==> config.mk <==
export PLATFORM = sky130hd
export DESIGN_NAME = vram_flip_controller
export DESIGN_NICKNAME = d
export VERILOG_FILES = /design/src/rtl/vram_ctrl_pkg.sv /design/src/rtl/vram_clear_engine.sv /design/src/rtl/vram_flip_controller.sv
export SDC_FILE = /design/constraint.sdc
export NUM_CORES = 1
export LEC_CHECK = 0
export ABC_CLOCK_PERIOD_IN_PS = 4000
export BUFFER_PORTS_ARGS = -buffer_cell sky130_fd_sc_hd__buf_2
export CORE_AREA = 3 3 98 100
export DETAILED_ROUTE_END_ITERATION = 12
export DIE_AREA = 0 0 101 103
export GPL_ROUTABILITY_DRIVEN = 1
export HOLD_SLACK_MARGIN = 0.02
export PLACE_DENSITY_LB_ADDON = 0.12
export SLEW_MARGIN = 10
export SYNTH_ARGS = -nofsm -noshare
export SYNTH_HDL_FRONTEND = slang
export SYNTH_SLANG_ARGS = --single-unit
==> constraint.sdc <==
create_clock -name i_clock -period 4 [get_ports i_clock]
set_input_delay 0.8 -clock i_clock [delete_from_list [all_inputs] [get_ports i_clock]]
set_output_delay 0.8 -clock i_clock [all_outputs]
set_load 0.05 [all_outputs]
==> src/rtl/vram_ctrl_pkg.sv <==
// rtl/vram_ctrl_pkg.sv - shared register map, bit positions and state encoding for the VRAM flip controller
//
// Purpose: control-word offsets relative to CTRL_BASE, CTRL/STATUS bit indices
//          and the sequencer state enum used by vram_flip_controller.
// Ports:   none (package).
package vram_ctrl_pkg;

  localparam logic [31:0] REG_CTRL_OFF        = 32'h0;
  localparam logic [31:0] REG_STATUS_OFF      = 32'h4;
  localparam logic [31:0] REG_CLEAR_COLOR_OFF = 32'h8;

  localparam int CTRL_TARGET_BIT = 0;
  localparam int CTRL_SYNC_BIT   = 1;
  localparam int CTRL_CLEAR_BIT  = 2;

  localparam int STATUS_ACTIVE_BIT  = 0;
  localparam int STATUS_PENDING_BIT = 1;
  localparam int STATUS_BUSY_BIT    = 2;

  typedef enum logic [1:0] {
    ST_IDLE     = 2'd0,
    ST_PASS     = 2'd1,
    ST_WAIT_VBL = 2'd2,
    ST_CLEAR    = 2'd3
  } state_t;

endpackage

==> src/rtl/vram_clear_engine.sv <==
// rtl/vram_clear_engine.sv - word counter that walks a VRAM page for the post-swap clear
//
// Purpose: holds the index of the clear word currently in flight. i_start parks
//          the counter on word 0; each i_advance (VRAM accepted the current word)
//          steps to the next word. o_done flags the accept of the final word.
// Ports:
//   i_clock         in   1   system clock
//   i_reset_n       in   1   asynchronous active-low reset
//   i_start         in   1   restart at word 0
//   i_advance       in   1   current word completed
//   o_next_address  out  32  byte address of the word after the current one
//   o_done          out  1   current word was the last one and just completed
module vram_clear_engine #(
  parameter int unsigned PAGE_WORDS = 65536
) (
  input  logic        i_clock,
  input  logic        i_reset_n,
  input  logic        i_start,
  input  logic        i_advance,
  output logic [31:0] o_next_address,
  output logic        o_done
);

  localparam int unsigned CW = (PAGE_WORDS > 1) ? $clog2(PAGE_WORDS) : 1;
  localparam logic [CW-1:0] LAST_WORD = CW'(PAGE_WORDS - 1);

  logic [CW-1:0] count_q, count_d;
  logic          last_word;

  assign last_word = (count_q == LAST_WORD);

  always_comb begin
    count_d = count_q;
    if (i_start) begin
      count_d = '0;
    end else if (i_advance && !last_word) begin
      count_d = count_q + CW'(1);
    end
  end

  always_ff @(posedge i_clock or negedge i_reset_n) begin
    if (!i_reset_n) begin
      count_q <= '0;
    end else begin
      count_q <= count_d;
    end
  end

  assign o_next_address = (32'(count_q) + 32'd1) << 2;
  assign o_done         = i_advance & last_word;

endmodule

==> src/rtl/vram_flip_controller.sv <==
// rtl/vram_flip_controller.sv - double-buffered VRAM sequencer: page flip, vblank sync, CPU pixel forwarding
//
// Purpose: owns the active-page select, defers CPU flip requests to the next
//          vblank rising edge, forwards CPU pixel accesses to the back page.
//          Optional post-swap page clear is built when VRAM_FLIP_CLEAR_EN is defined.
// Ports:
//   i_clock, i_reset_n                      clock, asynchronous active-low reset
//   i_request, i_rw, i_address, i_wdata     CPU request (held until o_ready)
//   o_rdata, o_ready                        CPU read data, one-cycle completion
//   i_vblank                                vertical blank level
//   o_vram_request, o_vram_rw,
//   o_vram_address, o_vram_wdata            back-page access (request is a pulse)
//   i_vram_ready                            VRAM completion pulse
//   o_active                                presented page (0 = page1)
//   o_irq                                   one-cycle pulse per completed swap
module vram_flip_controller
  import vram_ctrl_pkg::*;
#(
  parameter logic [31:0] CTRL_BASE  = 32'h0fff_fff0,
  parameter int unsigned PAGE_WORDS = 65536
) (
  input  logic        i_clock,
  input  logic        i_reset_n,
  input  logic        i_request,
  input  logic        i_rw,
  input  logic [31:0] i_address,
  input  logic [31:0] i_wdata,
  output logic [31:0] o_rdata,
  output logic        o_ready,
  input  logic        i_vblank,
  output logic        o_vram_request,
  output logic        o_vram_rw,
  output logic [31:0] o_vram_address,
  output logic [23:0] o_vram_wdata,
  input  logic        i_vram_ready,
  output logic        o_active,
  output logic        o_irq
);

  localparam logic [31:0] CTRL_ADDR   = CTRL_BASE + REG_CTRL_OFF;
  localparam logic [31:0] STATUS_ADDR = CTRL_BASE + REG_STATUS_OFF;
  localparam logic [31:0] COLOR_ADDR  = CTRL_BASE + REG_CLEAR_COLOR_OFF;

  state_t      state_q, state_d;
  logic        active_q, active_d;
  logic        irq_q, irq_d;
  logic        ready_q, ready_d;
  logic [31:0] rdata_q, rdata_d;
  logic        pending_q, pending_d;
  logic        target_q, target_d;
  logic        sync_q, sync_d;
  logic        clear_q, clear_d;
  logic        vblank_prev_q, vblank_prev_d;
  logic        vram_req_q, vram_req_d;
  logic        vram_rw_q, vram_rw_d;
  logic [31:0] vram_addr_q, vram_addr_d;
  logic [23:0] vram_wdata_q, vram_wdata_d;

  logic        accept;
  logic        hit_ctrl, hit_status, hit_color;
  logic        vblank_rise;
  logic [31:0] status_word;
  logic        unused_wdata;

  // The CPU keeps i_request high through the o_ready cycle, so that cycle
  // must not be mistaken for a fresh request.
  assign accept      = (state_q == ST_IDLE) && i_request && !ready_q;
  assign hit_ctrl    = (i_address[31:2] == CTRL_ADDR[31:2]);
  assign hit_status  = (i_address[31:2] == STATUS_ADDR[31:2]);
  assign hit_color   = (i_address[31:2] == COLOR_ADDR[31:2]);
  assign vblank_rise = i_vblank && !vblank_prev_q;
  assign unused_wdata = ^i_wdata[31:24];

`ifdef VRAM_FLIP_CLEAR_EN
  logic [23:0] clear_color_q, clear_color_d;
  logic        clear_start;
  logic        clear_done;
  logic [31:0] clear_next_addr;

  vram_clear_engine #(
    .PAGE_WORDS (PAGE_WORDS)
  ) u_clear (
    .i_clock        (i_clock),
    .i_reset_n      (i_reset_n),
    .i_start        (clear_start),
    .i_advance      ((state_q == ST_CLEAR) && i_vram_ready),
    .o_next_address (clear_next_addr),
    .o_done         (clear_done)
  );
`endif

  always_comb begin
    status_word = '0;
    status_word[STATUS_ACTIVE_BIT]  = active_q;
    status_word[STATUS_PENDING_BIT] = pending_q;
`ifdef VRAM_FLIP_CLEAR_EN
    status_word[STATUS_BUSY_BIT]    = (state_q == ST_CLEAR);
`else
    status_word[STATUS_BUSY_BIT]    = 1'b0;
`endif
  end

  always_comb begin
    state_d       = state_q;
    active_d      = active_q;
    irq_d         = 1'b0;
    ready_d       = 1'b0;
    rdata_d       = '0;
    pending_d     = pending_q;
    target_d      = target_q;
    sync_d        = sync_q;
    clear_d       = clear_q;
    vblank_prev_d = i_vblank;
    vram_req_d    = 1'b0;
    vram_rw_d     = vram_rw_q;
    vram_addr_d   = vram_addr_q;
    vram_wdata_d  = vram_wdata_q;
`ifdef VRAM_FLIP_CLEAR_EN
    clear_color_d = clear_color_q;
    clear_start   = 1'b0;
`endif

    case (state_q)
      ST_IDLE: begin
        if (accept) begin
          if (hit_ctrl) begin
            ready_d = 1'b1;
            if (i_rw) begin
              target_d = i_wdata[CTRL_TARGET_BIT];
              sync_d   = i_wdata[CTRL_SYNC_BIT];
`ifdef VRAM_FLIP_CLEAR_EN
              clear_d  = i_wdata[CTRL_CLEAR_BIT];
`else
              clear_d  = 1'b0;
`endif
              // Requesting the page already shown is a no-op.
              if (i_wdata[CTRL_TARGET_BIT] != active_q) begin
                pending_d = 1'b1;
                state_d   = ST_WAIT_VBL;
              end
            end else begin
              rdata_d[CTRL_TARGET_BIT] = target_q;
              rdata_d[CTRL_SYNC_BIT]   = sync_q;
              rdata_d[CTRL_CLEAR_BIT]  = clear_q;
            end
          end else if (hit_status) begin
            ready_d = 1'b1;
            if (!i_rw) begin
              rdata_d = status_word;
            end
          end else if (hit_color) begin
            ready_d = 1'b1;
`ifdef VRAM_FLIP_CLEAR_EN
            if (i_rw) begin
              clear_color_d = i_wdata[23:0];
            end else begin
              rdata_d = {8'h00, clear_color_q};
            end
`endif
          end else begin
            state_d      = ST_PASS;
            vram_req_d   = 1'b1;
            vram_rw_d    = i_rw;
            vram_addr_d  = i_address;
            vram_wdata_d = i_wdata[23:0];
          end
        end
      end

      ST_PASS: begin
        if (i_vram_ready) begin
          ready_d = 1'b1;
          state_d = ST_IDLE;
        end
      end

      ST_WAIT_VBL: begin
        // Unsynchronised flips swap on the first WAIT_VBL cycle; synchronised
        // ones need a genuine low-to-high transition seen from inside this state.
        if (!sync_q || vblank_rise) begin
          active_d  = target_q;
          irq_d     = 1'b1;
          pending_d = 1'b0;
          state_d   = ST_IDLE;
`ifdef VRAM_FLIP_CLEAR_EN
          if (clear_q) begin
            state_d      = ST_CLEAR;
            clear_start  = 1'b1;
            vram_req_d   = 1'b1;
            vram_rw_d    = 1'b1;
            vram_addr_d  = '0;
            vram_wdata_d = clear_color_q;
          end
`endif
        end
      end

      ST_CLEAR: begin
`ifdef VRAM_FLIP_CLEAR_EN
        if (i_vram_ready) begin
          if (clear_done) begin
            state_d = ST_IDLE;
          end else begin
            vram_req_d  = 1'b1;
            vram_addr_d = clear_next_addr;
          end
        end
`else
        state_d = ST_IDLE;
`endif
      end

      default: state_d = ST_IDLE;
    endcase
  end

  always_ff @(posedge i_clock or negedge i_reset_n) begin
    if (!i_reset_n) begin
      state_q       <= ST_IDLE;
      active_q      <= 1'b0;
      irq_q         <= 1'b0;
      ready_q       <= 1'b0;
      rdata_q       <= '0;
      pending_q     <= 1'b0;
      target_q      <= 1'b0;
      sync_q        <= 1'b0;
      clear_q       <= 1'b0;
      vblank_prev_q <= 1'b0;
      vram_req_q    <= 1'b0;
      vram_rw_q     <= 1'b0;
      vram_addr_q   <= '0;
      vram_wdata_q  <= '0;
`ifdef VRAM_FLIP_CLEAR_EN
      clear_color_q <= '0;
`endif
    end else begin
      state_q       <= state_d;
      active_q      <= active_d;
      irq_q         <= irq_d;
      ready_q       <= ready_d;
      rdata_q       <= rdata_d;
      pending_q     <= pending_d;
      target_q      <= target_d;
      sync_q        <= sync_d;
      clear_q       <= clear_d;
      vblank_prev_q <= vblank_prev_d;
      vram_req_q    <= vram_req_d;
      vram_rw_q     <= vram_rw_d;
      vram_addr_q   <= vram_addr_d;
      vram_wdata_q  <= vram_wdata_d;
`ifdef VRAM_FLIP_CLEAR_EN
      clear_color_q <= clear_color_d;
`endif
    end
  end

  assign o_rdata        = rdata_q;
  assign o_ready        = ready_q;
  assign o_vram_request = vram_req_q;
  assign o_vram_rw      = vram_rw_q;
  assign o_vram_address = vram_addr_q;
  assign o_vram_wdata   = vram_wdata_q;
  assign o_active       = active_q;
  assign o_irq          = irq_q;

endmodule
-- Word-level counts from Yosys, hierarchy flattened
Cells that the tools add are included.
- bitwise logic cells: 3
- equal/unequal tests: 17
- mux-type cells: 35
- reductions and logical operators: 14
- operators by type and width (operator ; number):
    equality test 30 x 26 -> 1 bit, second input constant ; 3
    2-to-1 mux 32 bit ; 2
    2-to-1 mux 29 bit ; 1
    2-to-1 mux 2 bit ; 12
    2-to-1 mux 1 bit ; 17
    != test 2 bit, second input constant ; 5
    != test 3 bit, second input constant ; 3
    one-hot mux 2 bit (4 select lines) ; 1
    AND reduction 7 bit ; 1
    AND reduction 6 bit ; 1
    AND reduction 5 bit ; 1
    equality test 2 bit, second input constant ; 2
    one-hot mux 1 bit (2 select lines) ; 2
    AND reduction 4 bit ; 1
    logical AND 1 bit ; 3
    zero test 1 bit ; 3
    != test 3 x 2 -> 1 bit, second input constant ; 1
    inverter 1 bit ; 3
    equality test 2 x 1 -> 1 bit, second input constant ; 1
    zero test 2 bit ; 1
    != test 2 x 1 -> 1 bit, second input constant ; 1
    AND reduction 2 bit ; 1
    nonzero test 2 bit ; 1
    logical OR 1 bit ; 1
    != test 1 bit ; 1
- flip-flop bits (word level): 99
- bits of input ports: 70
- output and inout port bits: 93
- logic and storage cells: 82

-- Longest topological paths before layout
- depth after elaboration: 6
- gate-level depth with buffers: 6
- mapped depth without buffers: 4

-- Least setup slack after synthesis
OpenSTA, ideal clock, no wires.
- path kind: input to register
- from: in i_address[28]
- to: reg vram_addr_q[0] (netlist: o_vram_address[0])
- cell stages on the path: 6
- arrival: 2.511 ns
- data required time: 3.875 ns
- setup slack: 1.364 ns
- path buffers: 2
- setup time: 0.125 ns
- path through: or4b_4 -> nor4_4 -> a31oi_1 -> buf_4 -> buf_6 -> mux2_4
- word-level cells in the longest chain between the ends: 3
- elaborated cells between the ends (all ways): 7
- those cells by class: eq/ne (3); bitwise (3); reduce/logical (1)
- ends and longest elaborated chain (item ; line ; source):
    start: declaration ; vram_flip_controller.sv:26 ; input logic [31:0] i_address,
    equality test 30 x 26 -> 1 bit (on tied branches) ; vram_flip_controller.sv:70, vram_flip_controller.sv:68, vram_flip_controller.sv:69 ;
    inverter 1 bit (no line) ; - ;
    AND reduction 5 bit (no line) * ; - ;
    end signal: assignment ; vram_flip_controller.sv:249 ; vram_addr_q <= vram_addr_d;
    end: declaration ; vram_flip_controller.sv:56 ; logic [31:0] vram_addr_q, vram_addr_d;
Mark *: on every way between the ends. The rest lies on a longest branch, timed or not.
A chain may end at the register's enable or synchronous reset.

-- Final worst setup path
- from: in i_address[28]
- to: reg vram_wdata_q[21] (netlist: o_vram_wdata[21])
- word-level cells in the longest chain between the ends: 3
- elaborated cells between the ends (all ways): 7
- those cells by class: eq/ne (3); bitwise (3); reduce/logical (1)
- ends and longest elaborated chain (item ; line ; source):
    equality test 30 x 26 -> 1 bit (on tied branches) ; vram_flip_controller.sv:70, vram_flip_controller.sv:68, vram_flip_controller.sv:69 ;
    inverter 1 bit (no line) ; - ;
    AND reduction 5 bit (no line) * ; - ;
    end signal: assignment ; vram_flip_controller.sv:250 ; vram_wdata_q <= vram_wdata_d;
    end: declaration ; vram_flip_controller.sv:57 ; logic [23:0] vram_wdata_q, vram_wdata_d;
Marked as above.

==> summary.txt <==
STA
  – Final period util: 65.4%
  – Setup TNS: 0 ns
  – Final Hold Fails: 0
  – Worst-Margin Slew: 0.863 ns
  – Relative slew slack: between 40% and 50%
  – Final min period: 2.61 ns
  – Slack of the critical path: roughly 1.4 ns
  – Final setup vio count: 0
  – F_max: 0.382 GHz
  – Final Hold Slack: 0.501 ns
  – Clk_skew: 0.00763 ns
  – RSZ-0062 raised after global routing: no
  – Fin. max-slew vios: 0

Logic synthesis
  – Area share of the largest cell type after synthesis: a little under three fifths
  – Average size of a mapped cell: 14.6 sq um
  – Synth area leaders: dfrtp_1 (56%), mux2_4 (15%), mux2_2 (10%)
  – Ys flop type: dfrtp_1
  – Post-synthesis cell type count: 33
  – Sequential share of the synthesized area: approximately 56%
  – Synth Instances: between 200 and 250
  – Syn. warnings: 0
  – Number of flops mapped to enable cells by yosys: 0
  – Mapped Area: around 0.0031 sq mm
  – Synth area leader: dfrtp_1
  – Ys async rst share: 100%
  – Synth Register Bits: approximately 70

Status
  – Status: finished clean

Floorplan
  – # rows: 34
  – Placeable Area: between 0.008 and 0.009 sq mm
  – Top-Level Pins: 163
  – Die ar.: around 0.010 sq mm
  – Initial cell density of the core: 35.3%
  – Die height: around 100 microns
  – Die X-Extent: roughly 100 microns

Finish
  – Final #Nets: between 400 and 500
  – Layout area overhead: 26.9%
  – Fraction of layout cells with a size suffix above 1: roughly three fifths
  – Antenna Cells: 0

Placement
  – GP Congestion: 0.759
  – Pre-CTS WS: between 1 and 1.5 ns
  – Hpwl dp: 4740 microns
  – Port Buf Inserts: approximately 120

Setup path
  – Worst Path Required: 4.21 ns
  – Crit-path max FO: 28
  – Crit path DAT: ~2.8 ns
  – Worst setup SP type: primary input
  – Crit Reg-Reg Startpoint: state_q[0]
  – Cell count of the worst reg-to-reg path: 4
  – Setup crit end kind: flip-flop
  – R2r endpoint: o_vram_wdata[6]
  – Worst setup endpoint: o_vram_wdata[21]
  – R2R Setup Slk: 1.67 ns
  – Crit path from: i_address[28]
  – Setup CP Type: primary input to flip-flop

Power
  – Combinational power share: 47.2%
  – Power Total: 2.95 mW
  – Sw Pwr: roughly 1.4 mW
  – VDD IR max: 0.274 mV
  – Power per cell area: 753 mW/mm^2
  – Pint: around 1.6 mW
  – Clock share of power: a little under a fifth
  – Static Leakage: approximately 2.0 nW
  – Net Sw Frac: 46.3%
  – Sequential power share: between 30% and 40%

Global route
  – First-pass GRT wire length: slightly below 10,000 microns
  – GRT Overall Usage: about an eighth
  – Largest net degree at the start of global routing: 70
  – Initial antenna violation count: 0
  – M1 GR Usage: approximately 16%
  – Grt met3 use: approximately 3.2%
  – GR peak layer: met2
  – Vias in the first global route: 1,976
  – GRT overflow: 0
  – Met2 global-route usage: 19.0%

Detailed routing
  – Initial drt markers: 46
  – DRC: 0
  – Pre-antenna DRT Iters: 4
  – DR vias: 2,036
  – Total Routed Length: between 6000 and 7000 microns
  – DR WL/cell: roughly 14 microns
  – Vias/cell: around 4.5
  – Routed Antenna Nets: 0

CTS
  – Clk pin slew, worst setup/hold paths: 0.08 ns
  – Largest buffer count on any clock path: 2
  – Num CTS Buffers: 9
  – Root Buffer: clkbuf_8
  – Number of buffers inserted by hold repair at cts: 0
  – Post-CTS sizing: 0
  – TritonCTS clock tree: done
  – Clock insertion delay at the later pin of the skew report: roughly 0.33 ns
  – Clock sink total: 69
  – H-Tree Depth: 3
  – Postcts setup bufs: 0

Worst hold path
  – Hold crit path type: flip-flop to flip-flop

Run
  – Max-Cap Viols: 0
## layer usage
layer | vias up | wire length, microns
li1 | 951 | -
met1 | 987 | 2740
met2 | 90 | 3150
met3 | 8 | 498
met4 | 0 | 56
met5 | - | 0
## cell usage in the layout (no fill, tap or decap), drive strengths merged, types with 2 or more instances in the layout
cell and n:
buf 128, dfrtp 69, mux2 58, conb 30, clkbuf 9, nand4 6
nand2 4, inv 4, nor3 3, nand3b 3, nand2b 3, clkinvlp 3
nand4b 2, mux2i 2, o21ai 2, a21oi 2, or4b 2, nor4 2
a31oi 2, clkinv 2
## logic make-up after synthesis
logic type,share of synthesized area (%)
buffers and inverters,9.31
multiplexers,25.4
flip-flops,55.9
AND/OR/NAND/NOR,7.17
AO/OA/AOI/OAI,1.82
XOR/XNOR,0.283
other,0.121
## worst min path at each step
stage	start	to	slack, ns	cells past startpoint
6_report	pending_q	pending_q	0.50	2
5_1_grt	o_vram_wdata[9]	o_vram_wdata[9]	0.52	1
4_1_cts	pending_q	pending_q	0.50	2
3_5_place_dp	pending_q	pending_q	0.48	2
3_3_place_gp	pending_q	pending_q	0.48	2
2_1_floorplan	pending_q	pending_q	0.46	2
## registers in the layout, summed over array words and instances, names as in the netlist
signal,flops
o_vram_rw,1
o_vram_wdata,24
o_active,1
o_irq,1
o_vram_request,1
vblank_prev_q,1
o_vram_address,32
state_q,2
o_ready,1
target_q,1
sync_q,1
pending_q,1
o_rdata,2
## power groups by stage
stage,Combinational [mW],Sequential [mW],Clock (mW)
final,1.39,0.996,0.562
after global routing,1.45,1.02,0.612
after CTS,1.41,1.00,0.590
after detailed placement,1.41,1.01,0
after global placement,1.40,1.00,0
after floorplan,0.401,1.73,0
## stage by stage
| step | utilization, % | instance area [sq um] | instances |
|---|---|---|---|
| after floorplan | - | 3200 | 240 |
| after global placement | 42.5 | 3720 | 440 |
| after detailed placement | 42.5 | 3720 | 440 |
| after CTS | 44.8 | 3920 | 456 |
| after global routing | 44.8 | 3920 | 456 |
| final | 44.8 | 3920 | 456 |
## worst max-delay path, cell delays in order
cell and delay [ns]:
buf_2 0.10, or4b_4 0.55, nor4_4 0.54, a31oi_4 0.15, buf_4 0.31, mux2_4 0.35
## Yosys cell counts, types with 2 or more instances
| master | instances |
|---|---|
| nand4b_1 | 2 |
| buf_4 | 31 |
| nor3_1 | 3 |
| buf_2 | 2 |
| nand2_1 | 4 |
| mux2i_1 | 2 |
| nand2b_1 | 3 |
| mux2_4 | 30 |
| o21ai_0 | 2 |
| mux2_2 | 28 |
| dfrtp_1 | 69 |
| buf_6 | 3 |
| a31oi_1 | 2 |
| nand3b_1 | 3 |
| inv_1 | 3 |
| nand4_1 | 6 |
| a21oi_1 | 2 |
## area by class of cell
cell class | count | area (sq um)
Multi-Input combinational cell | 132 | 1200
Fill cell | 853 | 4840
Sequential cell | 69 | 1730
Clock buffer | 9 | 124
Inverter | 3 | 11.3
Tap cell | 108 | 135
Clock inverter | 7 | 75.1
Timing Repair Buffer | 128 | 651
Power figures use the tool's default switching activity.
